File: config.mk
export PLATFORM = sky130hd
export DESIGN_NAME = irrigation_countdown_timer_flat
export DESIGN_NICKNAME = d
export VERILOG_FILES = /design/src/rtl/irrigation_countdown_timer_pkg.sv /design/src/rtl/irrigation_countdown_timer_if.sv /design/src/rtl/irrigation_countdown_timer_bcd_digit_down.sv /design/src/rtl/irrigation_countdown_timer.sv /design/src/flat_wrapper.sv
export SDC_FILE = /design/constraint.sdc
export NUM_CORES = 1
export LEC_CHECK = 0
export ABC_AREA = 1
export BUFFER_PORTS_ARGS = -buffer_cell sky130_fd_sc_hd__buf_4
export CAP_MARGIN = 25
export CORE_ASPECT_RATIO = 0.9
export CORE_MARGIN = 3
export CORE_UTILIZATION = 63
export DETAILED_ROUTE_END_ITERATION = 12
export GPL_TIMING_DRIVEN = 0
export PLACE_DENSITY_LB_ADDON = 0.1
export SLEW_MARGIN = 40
export SYNTH_ARGS = -nofsm -noshare
export SYNTH_HDL_FRONTEND = slang
export SYNTH_SLANG_ARGS = --single-unit
File: constraint.sdc
create_clock -name clock -period 2.3 [get_ports clock]
set_input_delay 0.46 -clock clock [delete_from_list [all_inputs] [get_ports clock]]
set_output_delay 0.46 -clock clock [all_outputs]
set_load 0.05 [all_outputs]
File: src/rtl/irrigation_countdown_timer_pkg.sv
// Shared types and constants for the irrigation countdown timer.
//   state_t     : countdown FSM states (IDLE, RUN, EXPIRED)
//   bcd_t       : one 4-bit BCD digit
//   *_MIN_D/U   : minute digits of the sprinkler (15:00) and dripper (30:00) presets
//   DIGIT_MAX_* : wrap values used by the BCD borrow chain
package irrigation_countdown_timer_pkg;

    typedef enum logic [1:0] {
        IDLE,
        RUN,
        EXPIRED
    } state_t;

    typedef logic [3:0] bcd_t;

    localparam bcd_t SPRINKLER_MIN_D = 4'd1;
    localparam bcd_t SPRINKLER_MIN_U = 4'd5;
    localparam bcd_t DRIPPER_MIN_D   = 4'd3;
    localparam bcd_t DRIPPER_MIN_U   = 4'd0;

    localparam bcd_t DIGIT_MAX_9 = 4'd9;
    localparam bcd_t DIGIT_MAX_5 = 4'd5;

endpackage

File: src/rtl/irrigation_countdown_timer_if.sv
// Control/display bundle of the irrigation countdown timer.
//   recount, splinker_mode_on, enable : controller -> timer
//   minutes_d/u, seconds_d/u          : BCD display digits, timer -> decoders
//   running, done                     : status, timer -> controller
// master = controller/bench side, slave = timer side.
interface irrigation_countdown_timer_if;
    import irrigation_countdown_timer_pkg::*;

    logic recount;
    logic splinker_mode_on;
    logic enable;
    bcd_t minutes_d;
    bcd_t minutes_u;
    bcd_t seconds_d;
    bcd_t seconds_u;
    logic running;
    logic done;

    modport master (
        output recount, splinker_mode_on, enable,
        input  minutes_d, minutes_u, seconds_d, seconds_u, running, done
    );

    modport slave (
        input  recount, splinker_mode_on, enable,
        output minutes_d, minutes_u, seconds_d, seconds_u, running, done
    );

endinterface

File: src/rtl/irrigation_countdown_timer_bcd_digit_down.sv
// One registered BCD down-counting digit of the borrow chain.
//   clock, reset : system clock, synchronous active-high reset (digit -> 0)
//   load         : load load_value (wins over dec)
//   load_value   : value to load
//   dec          : decrement request (tick or borrow from the lower digit)
//   digit        : current digit value
//   borrow_out   : dec while digit is 0 -> the next-higher digit must decrement
module bcd_digit_down
    import irrigation_countdown_timer_pkg::*;
#(
    parameter bcd_t MAX = DIGIT_MAX_9
) (
    input  logic clock,
    input  logic reset,
    input  logic load,
    input  bcd_t load_value,
    input  logic dec,
    output bcd_t digit,
    output logic borrow_out
);

    // NOTE: sequential state is written with <= only, so every register in
    // the chain samples the pre-edge value of its neighbours.
    always_ff @(posedge clock) begin
        if (reset) begin
            digit <= 4'd0;
        end else if (load) begin
            digit <= load_value;
        end else if (dec) begin
            digit <= (digit == 4'd0) ? MAX : digit - 4'd1;
        end
    end

    assign borrow_out = dec && (digit == 4'd0);

endmodule

File: src/rtl/irrigation_countdown_timer.sv
// BCD MM:SS countdown stage. A recount loads the preset (sprinkler 15:00,
// dripper 30:00) and starts counting down one second every TICKS_PER_SECOND
// enabled cycles; at 00:00 it stops and pulses done for one cycle.
//   clock : system clock
//   reset : synchronous active-high reset
//   bus   : irrigation_countdown_timer_if.slave (controls, digits, status)
module irrigation_countdown_timer
    import irrigation_countdown_timer_pkg::*;
#(
    parameter int TICKS_PER_SECOND = 50_000_000,
    parameter int PRESCALE_W       = 26
) (
    input  logic                        clock,
    input  logic                        reset,
    irrigation_countdown_timer_if.slave bus
);

    localparam logic [PRESCALE_W-1:0] PRESCALE_LAST = PRESCALE_W'(TICKS_PER_SECOND - 1);

    state_t                state;
    logic [PRESCALE_W-1:0] prescaler;
    logic                  running_q;
    logic                  done_q;

    bcd_t minutes_d, minutes_u, seconds_d, seconds_u;
    logic su_borrow, sd_borrow, mu_borrow, md_borrow_unused;

    // A tick only happens while running and enabled; a coincident recount
    // suppresses it so the preset load wins cleanly.
    logic tick;
    assign tick = (state == RUN) && bus.enable && !bus.recount
                  && (prescaler == PRESCALE_LAST);

    logic at_one_second;
    assign at_one_second = (minutes_d == 4'd0) && (minutes_u == 4'd0)
                           && (seconds_d == 4'd0) && (seconds_u == 4'd1);

    bcd_t preset_md, preset_mu;
    assign preset_md = bus.splinker_mode_on ? SPRINKLER_MIN_D : DRIPPER_MIN_D;
    assign preset_mu = bus.splinker_mode_on ? SPRINKLER_MIN_U : DRIPPER_MIN_U;

    bcd_digit_down #(.MAX(DIGIT_MAX_9)) u_seconds_u (
        .clock(clock), .reset(reset), .load(bus.recount), .load_value(4'd0),
        .dec(tick), .digit(seconds_u), .borrow_out(su_borrow)
    );
    bcd_digit_down #(.MAX(DIGIT_MAX_5)) u_seconds_d (
        .clock(clock), .reset(reset), .load(bus.recount), .load_value(4'd0),
        .dec(su_borrow), .digit(seconds_d), .borrow_out(sd_borrow)
    );
    bcd_digit_down #(.MAX(DIGIT_MAX_9)) u_minutes_u (
        .clock(clock), .reset(reset), .load(bus.recount), .load_value(preset_mu),
        .dec(sd_borrow), .digit(minutes_u), .borrow_out(mu_borrow)
    );
    // The count stops at 00:00, so the top digit never borrows.
    bcd_digit_down #(.MAX(DIGIT_MAX_9)) u_minutes_d (
        .clock(clock), .reset(reset), .load(bus.recount), .load_value(preset_md),
        .dec(mu_borrow), .digit(minutes_d), .borrow_out(md_borrow_unused)
    );

    // NOTE: done defaults to 0 every cycle so it can only ever be a
    // single-cycle pulse from the final tick.
    always_ff @(posedge clock) begin
        if (reset) begin
            state     <= IDLE;
            prescaler <= '0;
            running_q <= 1'b0;
            done_q    <= 1'b0;
        end else begin
            done_q <= 1'b0;
            if (bus.recount) begin
                state     <= RUN;
                prescaler <= '0;
                running_q <= 1'b1;
            end else begin
                case (state)
                    RUN: begin
                        if (bus.enable) begin
                            if (prescaler == PRESCALE_LAST) begin
                                prescaler <= '0;
                                if (at_one_second) begin
                                    state     <= EXPIRED;
                                    running_q <= 1'b0;
                                    done_q    <= 1'b1;
                                end
                            end else begin
                                prescaler <= prescaler + 1'b1;
                            end
                        end
                    end
                    default: begin
                        // IDLE and EXPIRED hold everything until a recount.
                    end
                endcase
            end
        end
    end

    assign bus.minutes_d = minutes_d;
    assign bus.minutes_u = minutes_u;
    assign bus.seconds_d = seconds_d;
    assign bus.seconds_u = seconds_u;
    assign bus.running   = running_q;
    assign bus.done      = done_q;

endmodule

File: src/flat_wrapper.sv
// flat-port wrapper written by rule: the top's interface ports become plain ports
module irrigation_countdown_timer_flat import irrigation_countdown_timer_pkg::*;
#(
    parameter int TICKS_PER_SECOND = 50_000_000,
    parameter int PRESCALE_W       = 26
)
  (clock, reset, bus_recount, bus_splinker_mode_on, bus_enable, bus_minutes_d, bus_minutes_u, bus_seconds_d, bus_seconds_u, bus_running, bus_done);
  irrigation_countdown_timer_if bus_i ();
  input  logic clock;
  input  logic reset;
  input wire logic [$bits(bus_i.recount)-1:0] bus_recount;
  input wire logic [$bits(bus_i.splinker_mode_on)-1:0] bus_splinker_mode_on;
  input wire logic [$bits(bus_i.enable)-1:0] bus_enable;
  output wire logic [$bits(bus_i.minutes_d)-1:0] bus_minutes_d;
  output wire logic [$bits(bus_i.minutes_u)-1:0] bus_minutes_u;
  output wire logic [$bits(bus_i.seconds_d)-1:0] bus_seconds_d;
  output wire logic [$bits(bus_i.seconds_u)-1:0] bus_seconds_u;
  output wire logic [$bits(bus_i.running)-1:0] bus_running;
  output wire logic [$bits(bus_i.done)-1:0] bus_done;
  assign bus_i.recount = bus_recount;
  assign bus_i.splinker_mode_on = bus_splinker_mode_on;
  assign bus_i.enable = bus_enable;
  assign bus_minutes_d = bus_i.minutes_d;
  assign bus_minutes_u = bus_i.minutes_u;
  assign bus_seconds_d = bus_i.seconds_d;
  assign bus_seconds_u = bus_i.seconds_u;
  assign bus_running = bus_i.running;
  assign bus_done = bus_i.done;
  irrigation_countdown_timer #(.TICKS_PER_SECOND(TICKS_PER_SECOND), .PRESCALE_W(PRESCALE_W)) u_core (.clock(clock), .reset(reset), .bus(bus_i));
endmodule
==> impl_metrics.csv <==
group,metric,value,unit
floorplanning,num_io_pins,23,
yosys,synthTopCellsByArea,"dfxtp_1, nand2_1, nor2_1",
power_and_ir_drop,seq_power_share,51.2,%
routing,vias_per_cell,5.35,
critical_path,cp_common_cell,"nor2_1",
yosys,synth_top_cell_by_area,"dfxtp_1",
floorplanning,die_w,72.2,um
flow_run,drv_cap,0,
timing,hold_viol_final,0,
cts,hold_buffers,0,
grt,grt_antenna_before_repair,0,
critical_path,setup.worst_path.class,"reg -> reg",
yosys,synth_top_family_by_area,"simple AND/OR/NAND/NOR gates",
yosys,netlist_top_cells_count,"nand2_1, nor2_1, inv_1",
timing,drv_slew,0,
power_and_ir_drop,power_switching,379,uW
critical_path,crit_path_cell_trace,"ha_1, inv_1, nor2_1, nand2_1, nor2_2, nand4_1, nor2_1, nand4_1, inv_1, nor2_1",
timing,skew,0.00768,ns
cts,cts_tree,"yes",
cts,insertion_delay,0.30,ns
floorplanning,dieHeight,65.6,um
cts,numCtsBuffers,5,
yosys,ys_seq_elements,45,
grt,grt_pass1_wl,9.52,mm
yosys,synth-seq-area-share,36.2,%
yosys,synth_flop_cell,"dfxtp_1",
finish,antennaDiodeCount,0,
routing,wl,5.48,mm
worst_hold_path,min-delay-start,"reset",
yosys,synth_edf_count,0,
cts,htreeDepth,2,
finish,final_nets,412,
yosys,synth_xor_area_share,2.47,%
timing,fin_setup_tns,0,ns
finish,final_core_util,75.2,%
critical_path,worstReg2RegStart,"u_core.prescaler[0]$_SDFFE_PP0N_",
grt,first_global_vias,2167,
critical_path,worstSetupStartpointType,"flip-flop",
power_and_ir_drop,pwr-share-comb,8.5,%
grt,grt_start_max_net_pins,14,
placed_design,gp_congestion,0.844,
yosys,synthMuxAreaShare,0,%
critical_path,cp.required,2.50,ns
critical_path,cp-end-kind,"flip-flop",
worst_hold_path,hold_class,"in -> reg",
yosys,syn_avg_cell_area,6.61,um^2
critical_path,crit_buf_inv,2,
routing,ant_nets,0,
yosys,synth_fa_ha_area_share,1.01,%
cts,clockBufferDepth,2,
power_and_ir_drop,p_leak,0.00119,uW
critical_path,rrSetupSlack,0.37,ns
critical_path,arrival,2.13,ns
yosys,async_flop_share,0,%
floorplanning,die-area,4740,um^2
power_and_ir_drop,pwr-share-clk,40.3,%
floorplanning,fp.coreArea,3760,um^2
placed_design,port_buffers,22,
cts,clkSinkCount,45,
yosys,yosysMostFrequentCell,"nand2_1",
critical_path,cp_top_family,"simple AND/OR/NAND/NOR gates",
yosys,synth_compound_area_share,8.86,%
yosys,synth_fp_nets,383,
cts,clkTransAtPathRegs,0.09,ns
timing,rsz0062_at_grt,"no",
critical_path,crit_path_top_delay_cell,"dfxtp_1",
yosys,synth-simple-area-share,42.4,%
cts,post_cts_buffers,0,
grt,grt-ovfl-total,0,
routing,num_vias,2420,
timing,period_share,83.9,%
timing,setup_viol,0,
run_status,status,"finished clean",
routing,avgRoutedWirePerCell,12.1,um
critical_path,critPathMaxFanout,4,
critical_path,startpoint,"u_core.prescaler[0]$_SDFFE_PP0N_",
placed_design,place_hpwl,4.01,mm
routing,firstDrtPassIters,4,
floorplanning,num_rows,21,
yosys,yosys_warnings,0,
floorplanning,initial_core_util,66.2,%
grt,track_usage,24.8,%
finish,area_growth,13.6,%
yosys,synth_top_area_share,36.2,%
finish,drive_above_1_share,14.3,%
power_and_ir_drop,p_int,1180,uW
routing,drtIter0Drc,234,
cts,ctsResizeCount,0,
power_and_ir_drop,power_density,553,nW/um^2
yosys,syn_area,2490,um^2
timing,clock.fmax,0.518,GHz
power_and_ir_drop,worst_ir_drop_vdd,523,uV
critical_path,max_stage_delay,0.37,ns
timing,tightest_slew,0.475,ns
timing,slew_headroom,68.4,%
power_and_ir_drop,sw_frac_of_total,24.3,%
cts,cts-root-buf,"clkbuf_8",
timing,period_minus_slack,1.93,ns
routing,drc,0,
yosys,netlist_instances,376,
yosys,synth_cell_type_count,30,
## cell type report
type / count / area [um^2]
Inverter: 53 / 199
Clock inverter: 1 / 30.0
Tap cell: 46 / 57.6
Multi-Input combinational cell: 273 / 1360
Clock buffer: 7 / 86.3
Timing Repair Buffer: 22 / 165
Sequential cell: 45 / 901
Fill cell: 288 / 932
Buffer: 5 / 25.0
## worst paths after layout
check | endpoint | cells after the start
max reg2reg | u_core.u_minutes_d.digit[0]$_SDFFE_PP0P_ | 10
min | u_core.state[0]$_SDFFE_PP0P_ | 2
min reg2reg | u_core.prescaler[22]$_SDFFE_PP0N_ | 1
max | u_core.u_minutes_d.digit[0]$_SDFFE_PP0P_ | 10
## power by group through the flow
stage | clock (uW) | sequential (uW) | combinational [uW]
2_1_floorplan | 0 | 846 | 62.9
3_3_place_gp | 0 | 818 | 129
3_5_place_dp | 0 | 818 | 131
4_1_cts | 630 | 800 | 132
5_1_grt | 663 | 801 | 147
6_report | 630 | 800 | 132
## flip-flops by register name, indices dropped and copies added (netlist names)
signal                    count
u_core.u_seconds_u.digit      4
u_core.bus.done               1
u_core.u_minutes_u.digit      4
u_core.u_minutes_d.digit      4
u_core.prescaler             26
u_core.u_seconds_d.digit      4
u_core.state                  2
## layout by cell type (no fill, tap or decap), types with 5 or more instances in the layout
| master | n |
|---|---|
| buf_4 | 23 |
| dfxtp_1 | 45 |
| nor2_4 | 7 |
| nand3_1 | 22 |
| nor2_2 | 5 |
| a21oi_1 | 25 |
| nand2_1 | 78 |
| nand4_1 | 8 |
| clkbuf_8 | 6 |
| nor2_1 | 67 |
| inv_1 | 50 |
| o21ai_0 | 12 |
| xor2_1 | 5 |
| nor3_1 | 17 |
## stage by stage
step	setup WS, ns	area [um^2]	power [uW]	hold slack (ns)	instances
2_1_floorplan	0.502	2490	909	0.442	376
3_3_place_gp	0.531	2710	947	0.454	444
3_5_place_dp	0.442	2710	949	0.461	444
4_1_cts	0.414	2830	1560	0.372	452
5_1_grt	0.192	2830	1610	0.387	452
6_report	0.370	2830	1560	0.369	452
## cell families (layout without fill, tap and decap cells)
group	count (synthesis)	count (layout)
and+or+nand+nor	222	222
buffers and inverters	58	88
DFF	45	45
AOI/OAI and AO/OA	42	42
xor gates and xnor gates	7	7
adders and majority gates	2	2
## worst register-to-register path: cells and delay by family, from the launching register on
family	cells	cell delay (ns)
and+or+nand+nor	7	1.08
DFF	1	0.37
adders and majority gates	1	0.22
buffers and inverters	2	0.17
## routing by layer
metal  GRT usage [%]  part of all wire [%]  vias to the layer above
met4            5.87                  0.86                        0
met2            40.5                    45                       59
met1            33.7                    48                     1101
met3            4.43                   5.8                        7
met5               0                     0                        -
li1                -                     -                     1253
Power figures use the tool's default switching activity.
